==> src/rtl/reg_file_mp_pkg.sv <==
// Shared constants and types for the RV32IM integer register file.
package reg_file_mp_pkg;

    localparam int XLEN       = 32;
    localparam int NUM_REGS   = 32;
    localparam int REG_ADDR_W = $clog2(NUM_REGS);

    typedef logic [XLEN-1:0]       xlen_t;
    typedef logic [REG_ADDR_W-1:0] reg_addr_t;

endpackage

==> src/rtl/reg_file_mp_if.sv <==
// Read, write, issue and scoreboard signals between the pipeline and the register file.
interface reg_file_mp_if
    import reg_file_mp_pkg::*;
#(
    parameter int XLEN_P = XLEN,
    parameter int NREGS  = NUM_REGS,
    parameter int NRD    = 2
);
    localparam int AW = $clog2(NREGS);

    logic [NRD*AW-1:0]   RD_ADDR;
    logic [NRD*XLEN_P-1:0] RD_DATA;
    logic [NRD-1:0]      RD_BUSY;
    logic                WRITE_ENABLE;
    logic [AW-1:0]       WRITE_ADDRESS;
    logic [XLEN_P-1:0]   WRITE_DATA;
    logic                ISSUE_EN;
    logic [AW-1:0]       ISSUE_ADDR;
    logic                FLUSH;
    logic [NREGS-1:0]    BUSY_VEC;

    // Pipeline side: ID reads/issues, WB writes.
    modport master (
        output RD_ADDR, WRITE_ENABLE, WRITE_ADDRESS, WRITE_DATA,
               ISSUE_EN, ISSUE_ADDR, FLUSH,
        input  RD_DATA, RD_BUSY, BUSY_VEC
    );

    // Register file side.
    modport slave (
        input  RD_ADDR, WRITE_ENABLE, WRITE_ADDRESS, WRITE_DATA,
               ISSUE_EN, ISSUE_ADDR, FLUSH,
        output RD_DATA, RD_BUSY, BUSY_VEC
    );

endinterface

==> src/rtl/reg_file_mp_scoreboard.sv <==
// Per-register busy flags: set when a producer issues, cleared at its writeback,
// wiped by a pipeline flush. x0 is never busy.
module reg_file_mp_scoreboard
    import reg_file_mp_pkg::*;
#(
    parameter int NREGS = NUM_REGS,
    parameter int AW    = $clog2(NREGS)
) (
    input  logic             CLK,
    input  logic             RESET,
    input  logic             issue_en,
    input  logic [AW-1:0]    issue_addr,
    input  logic             flush,
    input  logic             write_enable,
    input  logic [AW-1:0]    write_address,
    output logic [NREGS-1:0] busy_vec
);

    logic [NREGS-1:0] busy;

    // Busy flags: flush beats issue, issue beats a same-cycle writeback clear.
    // NOTE: sequential state uses <= so every flop samples pre-edge values regardless of statement order.
    always_ff @(posedge CLK or negedge RESET) begin
        if (!RESET) begin
            busy <= '0;
        end else if (flush) begin
            busy <= '0;
        end else begin
            for (int i = 1; i < NREGS; i++) begin
                if (issue_en && issue_addr == AW'(i)) begin
                    busy[i] <= 1'b1;
                end else if (write_enable && write_address == AW'(i)) begin
                    busy[i] <= 1'b0;
                end
            end
        end
    end

    assign busy_vec = busy;

endmodule

==> src/rtl/reg_file_mp.sv <==
// Multi-read-port integer register file with write-through bypass and busy scoreboard.
module reg_file_mp
    import reg_file_mp_pkg::*;
#(
    parameter int XLEN_P = XLEN,
    parameter int NREGS  = NUM_REGS,
    parameter int NRD    = 2
) (
    input  logic         CLK,
    input  logic         RESET,
    reg_file_mp_if.slave bus
);

    localparam int AW = $clog2(NREGS);

    logic [XLEN_P-1:0] regs [NREGS];
    logic [NREGS-1:0]  busy;
    logic              write_live;

    // A write held off by reset must not leak through the bypass path either.
    assign write_live = bus.WRITE_ENABLE && RESET;

    // Architectural register storage; x0 is never written so it stays zero.
    // NOTE: the array is reset because the architectural state must read zero after reset.
    always_ff @(posedge CLK or negedge RESET) begin
        if (!RESET) begin
            for (int i = 0; i < NREGS; i++) begin
                regs[i] <= '0;
            end
        end else if (bus.WRITE_ENABLE && bus.WRITE_ADDRESS != '0) begin
            regs[bus.WRITE_ADDRESS] <= bus.WRITE_DATA;
        end
    end

    reg_file_mp_scoreboard #(
        .NREGS (NREGS),
        .AW    (AW)
    ) u_scoreboard (
        .CLK           (CLK),
        .RESET         (RESET),
        .issue_en      (bus.ISSUE_EN),
        .issue_addr    (bus.ISSUE_ADDR),
        .flush         (bus.FLUSH),
        .write_enable  (bus.WRITE_ENABLE),
        .write_address (bus.WRITE_ADDRESS),
        .busy_vec      (busy)
    );

    assign bus.BUSY_VEC = busy;

    for (genvar p = 0; p < NRD; p++) begin : g_rd
        logic [AW-1:0]     addr;
        logic              hit;
        logic [XLEN_P-1:0] rd;

        assign addr = bus.RD_ADDR[p*AW +: AW];
        assign hit  = write_live && bus.WRITE_ADDRESS == addr;

        // Read mux: x0 reads zero, a same-cycle write bypasses, else stored value.
        // NOTE: rd gets a default first so no path leaves it unassigned and no latch is inferred.
        always_comb begin
            rd = regs[addr];
            if (addr == '0) begin
                rd = '0;
            end else if (hit) begin
                rd = bus.WRITE_DATA;
            end
        end

        assign bus.RD_DATA[p*XLEN_P +: XLEN_P] = rd;
        // A same-cycle writeback resolves the hazard; busy[0] is constant zero.
        assign bus.RD_BUSY[p] = busy[addr] && !hit;
    end

endmodule

==> src/flat_wrapper.sv <==
// flat-port wrapper written by rule: the top's interface ports become plain ports
module reg_file_mp_flat import reg_file_mp_pkg::*;
#(
    parameter int XLEN_P = XLEN,
    parameter int NREGS  = NUM_REGS,
    parameter int NRD    = 2
)
  (CLK, RESET, bus_RD_ADDR, bus_WRITE_ENABLE, bus_WRITE_ADDRESS, bus_WRITE_DATA, bus_ISSUE_EN, bus_ISSUE_ADDR, bus_FLUSH, bus_RD_DATA, bus_RD_BUSY, bus_BUSY_VEC);
  reg_file_mp_if #(.XLEN_P(XLEN_P), .NREGS(NREGS), .NRD(NRD)) bus_i ();
  input  logic CLK;
  input  logic RESET;
  input wire logic [$bits(bus_i.RD_ADDR)-1:0] bus_RD_ADDR;
  input wire logic [$bits(bus_i.WRITE_ENABLE)-1:0] bus_WRITE_ENABLE;
  input wire logic [$bits(bus_i.WRITE_ADDRESS)-1:0] bus_WRITE_ADDRESS;
  input wire logic [$bits(bus_i.WRITE_DATA)-1:0] bus_WRITE_DATA;
  input wire logic [$bits(bus_i.ISSUE_EN)-1:0] bus_ISSUE_EN;
  input wire logic [$bits(bus_i.ISSUE_ADDR)-1:0] bus_ISSUE_ADDR;
  input wire logic [$bits(bus_i.FLUSH)-1:0] bus_FLUSH;
  output wire logic [$bits(bus_i.RD_DATA)-1:0] bus_RD_DATA;
  output wire logic [$bits(bus_i.RD_BUSY)-1:0] bus_RD_BUSY;
  output wire logic [$bits(bus_i.BUSY_VEC)-1:0] bus_BUSY_VEC;
  assign bus_i.RD_ADDR = bus_RD_ADDR;
  assign bus_i.WRITE_ENABLE = bus_WRITE_ENABLE;
  assign bus_i.WRITE_ADDRESS = bus_WRITE_ADDRESS;
  assign bus_i.WRITE_DATA = bus_WRITE_DATA;
  assign bus_i.ISSUE_EN = bus_ISSUE_EN;
  assign bus_i.ISSUE_ADDR = bus_ISSUE_ADDR;
  assign bus_i.FLUSH = bus_FLUSH;
  assign bus_RD_DATA = bus_i.RD_DATA;
  assign bus_RD_BUSY = bus_i.RD_BUSY;
  assign bus_BUSY_VEC = bus_i.BUSY_VEC;
  reg_file_mp #(.XLEN_P(XLEN_P), .NREGS(NREGS), .NRD(NRD)) u_core (.CLK(CLK), .RESET(RESET), .bus(bus_i));
endmodule
==> config.mk <==
export PLATFORM = sky130hd
export DESIGN_NAME = reg_file_mp_flat
export DESIGN_NICKNAME = d
export VERILOG_FILES = /design/src/rtl/reg_file_mp_pkg.sv /design/src/rtl/reg_file_mp_if.sv /design/src/rtl/reg_file_mp_scoreboard.sv /design/src/rtl/reg_file_mp.sv /design/src/flat_wrapper.sv
export SDC_FILE = /design/constraint.sdc
export NUM_CORES = 2
export LEC_CHECK = 0
export BUFFER_PORTS_ARGS = -buffer_cell sky130_fd_sc_hd__buf_2
export CORE_AREA = 2 2 382 309
export CTS_BUF_LIST = sky130_fd_sc_hd__clkbuf_4
export CTS_CLUSTER_SIZE = 10
export DETAILED_ROUTE_END_ITERATION = 10
export DIE_AREA = 0 0 384 311
export PLACE_DENSITY = 0.66
export SETUP_SLACK_MARGIN = 0.05
export SLEW_MARGIN = 20
export SYNTH_ARGS = -nofsm -noshare
export SYNTH_HDL_FRONTEND = slang
export SYNTH_HIERARCHICAL = 1
export SYNTH_SLANG_ARGS = --single-unit
==> constraint.sdc <==
create_clock -name CLK -period 7.4 [get_ports CLK]
set_input_delay 2.22 -clock CLK [delete_from_list [all_inputs] [get_ports CLK]]
set_output_delay 2.22 -clock CLK [all_outputs]
set_load 0.005 [all_outputs]
==> qor.yml <==
dr.pass1.iters: 5
path_buf_inv: 5
power.density_nw_per_um2: 256
ff2ff_path_depth: 3
async_flop_share_pct: 100
drc: 0
synth_nets: 4174
wire_per_inst_um: 32.8
vias: 41400
ant_nets: 0
wl_um: 198000
stdcell_area_um2: 63600
finalWorstSetupSlack_ns: 0.122
final-setup-viol-count: 0
setup.worst_path.end_class: "output port"
crit_cells: 10
antenna_found_initial: 11
status: "finished clean"
place_area_um2: 60200
clk_latency_ns: 1.17
tightest_slew_ns: 1.19
core.rowCount: 112
viasPerCell: 6.86
clkTransAtPathRegs_ns: 0.06
synth.ff_latch_count: 1055
mostFrequentLayoutCells: "1136 x mux2_2, 1055 x dfrtp_1, 406 x clkbuf_4"
hold_class: "reg2reg"
grt_max_degree: 147
cts_buffers: 295
syn-cell-area_um2: 57400
cpPeakStageDelay_ns: 0.82
synth_warnings: 6
core_um2: 116000
io_buffers: 153
leakagePower_nw: 28.0
path_delay_family: "buffers and inverters"
synth_edf_count: 0
fin_hold_ws_ns: 0.395
ctsLongestPathBuffers: 4
ios: 155
drive_above_1_share_pct: 52.7
cts_hold_buf: 0
p_total_w: 0.0163
worstPathCellList: "buf_6, buf_4, buf_4, mux2_2, o22ai_1, a22oi_1, a2111oi_0, buf_4, nor2_1, buf_2"
fmax_mhz: 137
critPathKind: "in2out"
drv_cap: 0
overflow: 0
hold_depth: 0
yosysTopAreaCell: "dfrtp_1"
die_x_um: 384
crit_path_frequent_cell: "buf_4"
nNetsFinal: 4381
syn_avg_cell_area_um2: 13.9
worstPathMaxFanout: 25
grt_pass1_vias: 41100
die_y_um: 311
grt_use_total_pct: 33.1
start_util_pct: 49.7
critical_path.slowest_cell: "a2111oi_0"
synthTopCellsByArea: "dfrtp_1 46%, mux2_2 22%, mux4_2 15%, mux2i_1 2.4%, clkbuf_1 1.4%"
cts_tree: "yes"
multi_input_comb_area_um2: 29000
routabilityCongestion: 0.885
slew_violations: 0
cp.required_ns: 5.18
yosysTopAreaCellShare_pct: 46.0
start_kind: "primary input"
synth_flop_cell: "dfrtp_1"
cts_htree_levels: 5
grt_pass1_wl_um: 288000
cts.sinks: 1055
netlist-cell-type-count: 71
cts_root_buffer: "clkbuf_4"
area_delta_synth_final_pct: 10.8
fillers: 9630
min_period_over_period_pct: 98.4
ir_drop_mv: 0.126
dieArea_um2: 119000
dpl_worst_slack_ns: 0.0541
final_common_cell: "mux2_2"
rsz0062_at_grt: "no"
report.final.hold_viol_count: 0
hpwl_um: 121000
slew_headroom_pct: 20.0
setup_tns_ns: 0
syn_inst: 4117
layout.area.seq_um2: 26400
drt-initial-drc-count: 4712
period_needed_ns: 7.28
fin_skew_ns: 0
yosysSeqAreaShare_pct: 46.0
cp.arrival_ns: 5.06
==> Yosys cell counts, types with 9 or more instances <==
library cell / number
a2111oi_0: 24
a211oi_1: 32
a21oi_1: 47
a221o_1: 31
a221oi_1: 31
a22oi_1: 81
buf_1: 58
buf_2: 110
buf_4: 52
buf_6: 21
clkbuf_1: 210
dfrtp_1: 1055
mux2_2: 1136
mux2i_1: 140
mux4_2: 381
nand2_1: 57
nand2b_1: 13
nand3b_1: 10
nor2_1: 92
nor2b_1: 62
nor3_1: 34
nor4_1: 34
o21ai_0: 89
o21ai_1: 43
o22ai_1: 112
o2bb2ai_1: 13
xnor2_1: 9
==> what timing repair did <==
item / 4_1_cts / 5_1_grt
setup buffers: 0 / 0
endpoints found under the setup margin: 0 / 1
gates resized for setup: 0 / 1
==> final timing paths <==
path	from	endpoint	slack, ns
setup / recovery	bus_RD_ADDR[2]	bus_RD_DATA[11]	0.12
hold / removal	u_core/regs[1019]$_DFFE_PN0P_	u_core/regs[1019]$_DFFE_PN0P_	0.40
setup reg to reg	u_core/u_scoreboard/busy_vec[30]$_DFFE_PN0P_	u_core/u_scoreboard/busy_vec[30]$_DFFE_PN0P_	6.51
hold reg to reg	u_core/regs[1019]$_DFFE_PN0P_	u_core/regs[1019]$_DFFE_PN0P_	0.40
max in group asynchronous	RESET	u_core/regs[980]$_DFFE_PN0P_	2.85
min in group asynchronous	RESET	u_core/regs[248]$_DFFE_PN0P_	0.78
==> flip-flops by register name, summed over array words and instances, names as in the netlist <==
signal / count
u_core/regs: 1024
u_core/u_scoreboard/busy_vec: 31
==> final cells by class <==
type | count | area share, %
Sequential cell | 1055 | 41.5
Multi-Input combinational cell | 2602 | 45.6
Clock buffer | 406 | 4.79
Clock inverter | 65 | 0.567
Antenna cell | 5 | 0.0197
Timing Repair Buffer | 365 | 4.41
Tap cell | 1539 | 3.03
Inverter | 5 | 0.0295
==> routing by layer <==
metal	global-route usage [%]	vias up	wire length [um]
met4	13.9	10	7470
met3	8.47	470	21600
met2	46.8	2549	86400
li1	-	16500	-
met1	48.4	21900	82900
met5	0	-	69
==> report_power, final <==
part	internal, W	leakage, nW	total (W)	switching (W)
Clock	0.00265	2.05	0.00516	0.00251
Sequential	0.00683	13.6	0.00763	0.000796
Combinational	0.00199	12.4	0.00348	0.00149
Total	0.0115	28.0	0.0163	0.00479
==> cells by family (layout without fill, tap and decap cells) <==
logic type / after synthesis / in the layout / share of synthesized area [%]
mux: 1665 / 1665 / 39.8
flops: 1055 / 1055 / 46.0
compound gates: 552 / 552 / 6.59
buf+inv: 460 / 841 / 3.96
simple gates: 374 / 374 / 3.51
xor+xnor: 10 / 10 / 0.153
other cells: 1 / 6 / 0.00653
==> through the flow <==
step                utilization [%]  std cells
detailed placement             52.0       5566
global placement               52.0       5566
global route                   55.0       6041
finish                         55.0       6042
CTS                            55.0       6037
floorplan                         -       4117
Power figures use the tool's default switching activity.
